===== config.mk =====
export PLATFORM = sky130hd
export DESIGN_NAME = freqmeter_result_scheduler
export DESIGN_NICKNAME = d
export VERILOG_FILES = /design/src/rtl/freqmeter_result_scheduler.sv
export SDC_FILE = /design/constraint.sdc
export NUM_CORES = 2
export LEC_CHECK = 0
export BUFFER_PORTS_ARGS = -buffer_cell sky130_fd_sc_hd__buf_2
export CELL_PAD_IN_SITES_DETAIL_PLACEMENT = 0
export CELL_PAD_IN_SITES_GLOBAL_PLACEMENT = 1
export CORE_AREA = 2 2 644 646
export CTS_BUF_LIST = sky130_fd_sc_hd__clkbuf_4
export CTS_CLUSTER_SIZE = 8
export DETAILED_ROUTE_END_ITERATION = 16
export DIE_AREA = 0 0 646 648
export GPL_TIMING_DRIVEN = 0
export PLACE_DENSITY = 0.3
export RECOVER_POWER = 100
export SLEW_MARGIN = 20
export SYNTH_ARGS = -nofsm -noshare
export SYNTH_HDL_FRONTEND = slang
export SYNTH_SLANG_ARGS = --single-unit

===== constraint.sdc =====
create_clock -name clk_i -period 10.74 [get_ports clk_i]
set_input_delay 1.611 -clock clk_i [delete_from_list [all_inputs] [get_ports clk_i]]
set_output_delay 1.611 -clock clk_i [all_outputs]
set_load 0.05 [all_outputs]

===== src/rtl/freqmeter_result_scheduler.sv =====
// Round-robin scheduler moving captured frequency-meter results (edge count,
// reference ticks) from per-channel requesters into the shared result memory.
`timescale 1ns/1ps
module freqmeter_result_scheduler #(
  parameter int CHANNELS = 24,
  parameter int COUNT_W  = 32,
  parameter int ADDR_W   = $clog2(CHANNELS) + 1
) (
  input  logic                          clk_i,
  input  logic                          rst_i,
  input  logic [CHANNELS-1:0]           enable_mask_i,
  input  logic [CHANNELS-1:0]           req_i,
  input  logic [CHANNELS*COUNT_W-1:0]   ch_cycles_i,
  input  logic [CHANNELS*COUNT_W-1:0]   ch_ticks_i,
  output logic [CHANNELS-1:0]           ack_o,
  output logic                          mem_we_o,
  output logic [ADDR_W-1:0]             mem_addr_o,
  output logic [COUNT_W-1:0]            mem_data_o,
  input  logic                          mem_ready_i,
  input  logic                          irq_clr_i,
  output logic                          irq_o,
  output logic                          busy_o,
  output logic [((CHANNELS > 1) ? $clog2(CHANNELS) : 1)-1:0] last_ch_o
);

  localparam int CH_W = (CHANNELS > 1) ? $clog2(CHANNELS) : 1;
  localparam logic [CH_W-1:0] LAST_RESET = CH_W'(CHANNELS - 1);

  typedef enum logic [1:0] {IDLE, WR_CYC, WR_TCK, ACK} state_t;

  state_t state_r, state_nxt;

  logic [CH_W-1:0]     ch_r;
  logic [CH_W-1:0]     last_ch_r;
  logic [COUNT_W-1:0]  ticks_r;
  logic [CHANNELS-1:0] block_r;
  logic                irq_r;
  logic [ADDR_W-1:0]   mem_addr_r;
  logic [COUNT_W-1:0]  mem_data_r;

  logic [CHANNELS-1:0] eligible;
  logic [CHANNELS-1:0] ch_onehot;
  logic                win_found;
  logic [CH_W-1:0]     win_ch;
  logic [CH_W-1:0]     cand;
  int                  idx;

  logic [COUNT_W-1:0] cyc_arr [CHANNELS];
  logic [COUNT_W-1:0] tck_arr [CHANNELS];

  for (genvar g = 0; g < CHANNELS; g++) begin : g_unpack
    assign cyc_arr[g] = ch_cycles_i[g*COUNT_W +: COUNT_W];
    assign tck_arr[g] = ch_ticks_i[g*COUNT_W +: COUNT_W];
  end

  assign ch_onehot = CHANNELS'(1) << ch_r;

  // Rotating priority: the search begins just past the last channel served.
  always_comb begin
    eligible  = req_i & enable_mask_i & ~block_r;
    win_found = 1'b0;
    win_ch    = '0;
    idx       = 0;
    cand      = '0;
    for (int i = 0; i < CHANNELS; i++) begin
      idx = int'(last_ch_r) + 1 + i;
      if (idx >= CHANNELS) idx = idx - CHANNELS;
      cand = CH_W'(idx);
      if (!win_found && eligible[cand]) begin
        win_found = 1'b1;
        win_ch    = cand;
      end
    end
  end

  always_ff @(posedge clk_i or negedge rst_i) begin
    if (!rst_i) state_r <= IDLE;
    else        state_r <= state_nxt;
  end

  always_comb begin
    state_nxt = state_r;
    mem_we_o  = 1'b0;
    ack_o     = '0;
    case (state_r)
      IDLE:   if (win_found) state_nxt = WR_CYC;
      WR_CYC: begin
        mem_we_o = 1'b1;
        if (mem_ready_i) state_nxt = WR_TCK;
      end
      WR_TCK: begin
        mem_we_o = 1'b1;
        if (mem_ready_i) state_nxt = ACK;
      end
      ACK: begin
        ack_o     = ch_onehot;
        state_nxt = IDLE;
      end
      default: state_nxt = IDLE;
    endcase
  end

  // Address/data are registered so they stay put through back-pressure and idle.
  always_ff @(posedge clk_i or negedge rst_i) begin
    if (!rst_i) begin
      ch_r       <= '0;
      last_ch_r  <= LAST_RESET;
      ticks_r    <= '0;
      block_r    <= '0;
      irq_r      <= 1'b0;
      mem_addr_r <= '0;
      mem_data_r <= '0;
    end else begin
      block_r <= '0;
      case (state_r)
        IDLE: if (win_found) begin
          ch_r       <= win_ch;
          ticks_r    <= tck_arr[win_ch];
          mem_addr_r <= {win_ch, 1'b0};
          mem_data_r <= cyc_arr[win_ch];
        end
        WR_CYC: if (mem_ready_i) begin
          mem_addr_r <= {ch_r, 1'b1};
          mem_data_r <= ticks_r;
        end
        ACK: begin
          last_ch_r <= ch_r;
          block_r   <= ch_onehot;
        end
        default: ;
      endcase
      if (state_r == ACK) irq_r <= 1'b1;
      else if (irq_clr_i) irq_r <= 1'b0;
    end
  end

  assign mem_addr_o = mem_addr_r;
  assign mem_data_o = mem_data_r;
  assign irq_o      = irq_r;
  assign busy_o     = (state_r != IDLE);
  assign last_ch_o  = last_ch_r;

endmodule


### Word-level counts from Yosys, hierarchy flattened

Index checks and enable logic that the tools add are counted.

* register bits after elaboration: 107

* add/sub/neg operators: 48
* order comparisons: 49
* equal/unequal tests: 6
* shift-type cells: 1
* mux-type cells: 140
* bitwise operators: 4
* reduce and logical (&&, ||, !) cells: 54

Operators with widths (number)
* binary-select mux 32 bit (select 5 bit): 2
* 2-to-1 mux 5 bit: 48
* 2-to-1 mux 32 bit: 6
* >= comparator 7 x 5 -> 1 bit, second input constant: 23
* less-than comparator 5 x 6 -> 1 bit, second input constant: 24
* binary-select mux 1 bit (select 5 bit): 24
* subtractor 5 bit, second input constant: 24
* one-hot mux 32 bit (2 select lines): 1
* adder 6 x 4 -> 7 bit, second input constant: 8
* adder 6 x 5 -> 7 bit, second input constant: 8
* 2-to-1 mux 1 bit: 51
* bitwise AND 24 bit: 2
* adder 6 x 3 -> 7 bit, second input constant: 4
* 2-to-1 mux 24 bit: 1
* NOT 24 bit: 1
* << shifter 1 x 5 -> 24 bit, first input constant: 1
* logical AND 1 bit: 23
* logical NOT 1 bit: 23
* adder 6 x 2 -> 7 bit, second input constant: 2
* 2-to-1 mux 6 bit: 2
* one-hot mux 6 bit (2 select lines): 1
* one-hot mux 2 bit (4 select lines): 1
* adder 6 x 1 -> 7 bit, second input constant: 1
* adder 5 x 1 -> 6 bit, second input constant: 1
* 12 further kinds: 20

### Longest topological paths before layout

* depth in word-level cells: 81
* depth in mapped cells: 35

### Least setup slack after synthesis

OpenSTA, ideal clock, no wires.

* path type: reg-to-reg
* start point: register last_ch_r[0], in the netlist last_ch_o[0]
* end point: register ticks_r[0]
* setup time: 0.120 ns
* arrival time: 8.013 ns
* required time: 10.620 ns
* setup slack: 2.607 ns
* cell stages (with the launch flop): 33
* buffers on the path: 10
* clock period less this slack: 8.133 ns
* path through: dfstp_2 inv_2 buf_2 buf_2 ha_1 buf_2 inv_1 clkbuf_1 clkbuf_1 ha_1 inv_1 o221ai_1 xnor2_1 ha_1 nor4b_1 o21ai_0 o31ai_1 a211oi_1 or3_1 buf_2 nor4_1 nand3_1 o221a_2 a21o_1 buf_4 nor2_8 buf_8 buf_4 buf_2 mux4_2 a22oi_1 a31oi_1 a31o_2

* word-level cells in the longest chain between the ends: 79

RTL lines
* start: declaration: RTL line 34 `logic [CH_W-1:0] last_ch_r;`
* start signal: assignment: RTL line 127 `last_ch_r <= ch_r;`
* adder 5 x 1 -> 6 bit *: RTL line 66 `idx = int'(last_ch_r) + 1 + i;`
* branches (longest 78 deep; another with adder 6 x 1 -> 7 bit)
* end signal: assignment: RTL line 118 `ticks_r <= tck_arr[win_ch];`
* end: declaration: RTL line 35 `logic [COUNT_W-1:0] ticks_r;`

Every way passes the cells marked *. The select of a mux whose other input is x is not followed.
A chain may end at the register's enable or synchronous reset.

### Worst setup path in the final report

* start point: register last_ch_r[0], in the netlist last_ch_o[0]
* end point: register ticks_r[4]

The elaborated chain is that of the path after synthesis.

==> results by group <==
GRT
  • GRT Residual Overflow: 0
  • Vias in the first global route: 37,320
  • First-pass GRT wire length: 494,300 µm
  • Initial antenna violation count: 287
  • Met2 Use GR: 0.3300
  • Busiest grt layer: met2
  • M1 GR Usage: 0.2278
  • Largest net degree at the start of global routing: 62
  • GRT Overall Usage: 0.1896
  • Met3 usage: 0.04580

Placed design
  • DP HPWL: 374,700 µm
  • Gpl congestion: 0.9051
  • # placed instances: 10,360
  • PortBufs: 1,657

STA
  • Headroom to the max-slew limit: -2.075
  • Minimum clock period: 10,650 ps
  • Final hold vios: 0
  • Final setup violation count: 0
  • Fmax: 93.85 MHz
  • Tcrit/Tclk final: 0.9921
  • Clock skew: 159.8 ps
  • Worst slew pin tran: 4613 ps
  • Slew Viols, Final: 109

Drt
  • 1st-iter DRT viols: 2,824
  • Pre-antenna DRT Iters: 7
  • Wire per inst: 38.95 µm
  • Vias: 37,700
  • Via density: 3.549
  • Residual DRC: 0
  • WL final: 413,700 µm
  • Final antenna-violating net count: 0

Min path
  • Hold Crit Class: flip-flop to flip-flop
  • Min-Delay Path Depth: 2

Worst setup path
  • Slowest stage delay, CP: 820 ps
  • Worst path bufs/invs: 7
  • Setup CP Type: flip-flop to flip-flop
  • CP required: 11,510 ps
  • Cell depth of the worst setup path: 27
  • CP Capture Type: flip-flop
  • CP max-delay cell: o221ai_1
  • Worst path most repeated cell: clkbuf_1
  • Worst Path Max Fanout: 11
  • Worst-case reg-to-reg path depth: 27
  • Reg2reg setup slack: 90 ps
  • CP delay by family, top: compound AO/OA/AOI/OAI gates
  • CP Launch Type: flip-flop
  • Crit path arrival time: 11,420 ps

Outcome
  • Status: complete, but fails checks
  • Failing checks: capacitance limit, slew limit

Finish
  • Final std cells w/o fill: 10,620
  • Core Util, Final: 0.1050
  • Area grow syn2layout: 73.28%
  • Share of layout cells above drive strength 1: 0.4695
  • # nets final: 6,552

Yosys
  • Async SR Flop Fraction: 1.000
  • Mean post-synth cell area: 7.845 µm²
  • Mapped Nets: 4,815
  • Post-synth EDFFs: 0
  • Count leader, synth: nand2_1
  • Yosys warnings: 0
  • #FFs+latches synth: 107
  • Mapped Area: 24,960 µm²
  • Post-synth top area share: 0.1633
  • Number of cells produced by synthesis: 3,182
  • Ys flop type: dfrtp_1
  • Unique masters post-synth: 104
  • Most frequent cells after synthesis: 491 x nand2_1, 266 x mux2i_1, 260 x nand3_1, 181 x mux4_2, 164 x o21ai_0
  • Area leader, netlist: mux4_2
  • Synth top area cells: mux4_2 16%, mux2i_1 11%, dfrtp_1 10%, nand2_1 7.4%, nand3_1 5.2%
  • Sequential fraction of the synthesis area: 0.1075

Clocking
  • Clock latency on the worst-skew pair: 900 ps
  • Clk sink count: 107
  • H-Tree Depth: 3
  • CTS root buffer: clkbuf_4
  • CTS tree: done
  • Maximum buffer depth of the clock tree: 2
  • CTS Buf Count: 9
  • Clock transition at path regs: 450 ps

Floorplan
  • I/O Pins: 1,658
  • Die width: 646 µm
  • Cell row count: 236
  • Die area: 418,600 µm²
  • Starting density of the core: 0.06060
  • Core footprint: 411,900 µm²
  • Die Height: 648 µm

Job
  • # Max-Cap Violations: 3
==> area by class of cell <==
class	count	area, µm²
fill	48450	368700
multi-input combinational	2734	21640
timing repair buffer	1729	9366
tap	5474	6849
sequential	107	2686
buffer	293	1822
antenna	223	558.0
inverter	45	176.4
clock inverter	7	91.34
clock buffer	9	67.56
==> worst reg2reg max path: cells and delay by family (launching register included) <==
family	cells	cell delay, ps
AOI/OAI and AO/OA	10	4030
buffers and inverters	7	2880
and+or+nand+nor	6	1690
DFF	1	780
adders and majority gates	2	600
muxes	1	320
xor gates and xnor gates	1	230
==> through the flow <==
step                cell area (µm²)  worst slack, ps  TNS [ps]  hold WS [ps]
global route                  43030           -25.68    -51.70         544.1
CTS                           42540            5.850         0         382.8
floorplan                     24960             2607         0         526.3
detailed placement            41460            -4585   -262500         478.9
global placement              40100            -8123   -420750         472.5
finish                        43250            85.24         0         499.1
==> path summary, 6_finish.rpt <==
check | startpoint | to
worst max register to register | last_ch_o[0]$_DFFE_PN1P_ | ticks_r[4]$_DFFE_PN0P_
min in group asynchronous | rst_i | last_ch_o[2]$_DFFE_PN1P_
worst min-delay path | ch_r[0]$_DFFE_PN0P_ | last_ch_o[0]$_DFFE_PN1P_
worst min register to register | ch_r[0]$_DFFE_PN0P_ | last_ch_o[0]$_DFFE_PN1P_
worst max-delay path | last_ch_o[0]$_DFFE_PN1P_ | ticks_r[4]$_DFFE_PN0P_
max in group asynchronous | rst_i | mem_data_o[12]$_DFFE_PN0P_
==> per-layer routing <==
layer	wire (µm)	up-vias
li1	-	16150
met1	167000	19100
met2	202600	1844
met3	27670	485
met4	15630	112
met5	753	-
==> timing repair <==
action                     in CTS  in global routing
hold buffers                    0                  0
setup endpoints to repair      74                 62
resized for setup             189                 52
gates cloned                    0                  0
buffers inserted               15                  6
pin swaps                       8                  7
==> state kept, by name (all words and copies together) (netlist names) <==
register,flops
irq_o,1
last_ch_o,5
block_r,24
mem_data_o,32
ticks_r,32
ch_r,5
state_r,2
mem_addr_o,6
==> placed cells by master, fill, tap and decap left out, drive strengths merged, types with 64 or more instances in the layout <==
master and n:
mux2i 266, clkbuf 250, diode 223, dfrtp 103, o21ai 166, nor2 133, a21oi 142, mux2 80
mux4 181, buf 1780, or3 64, a31oi 92, nand3 261, nand2 492
==> kinds of logic after synthesis <==
family          count (synthesis)  share of synthesized area
mux                           527                     0.3062
compound gates                850                     0.2332
simple gates                 1288                     0.2535
buf+inv                       341                    0.06586
flops                         107                     0.1075
xor+xnor                       24                    0.01118
fa+ha+maj                      45                    0.02256
Power is not shown: default switching activity piles up to over one toggle a cycle in this logic, so the estimate is an artifact.
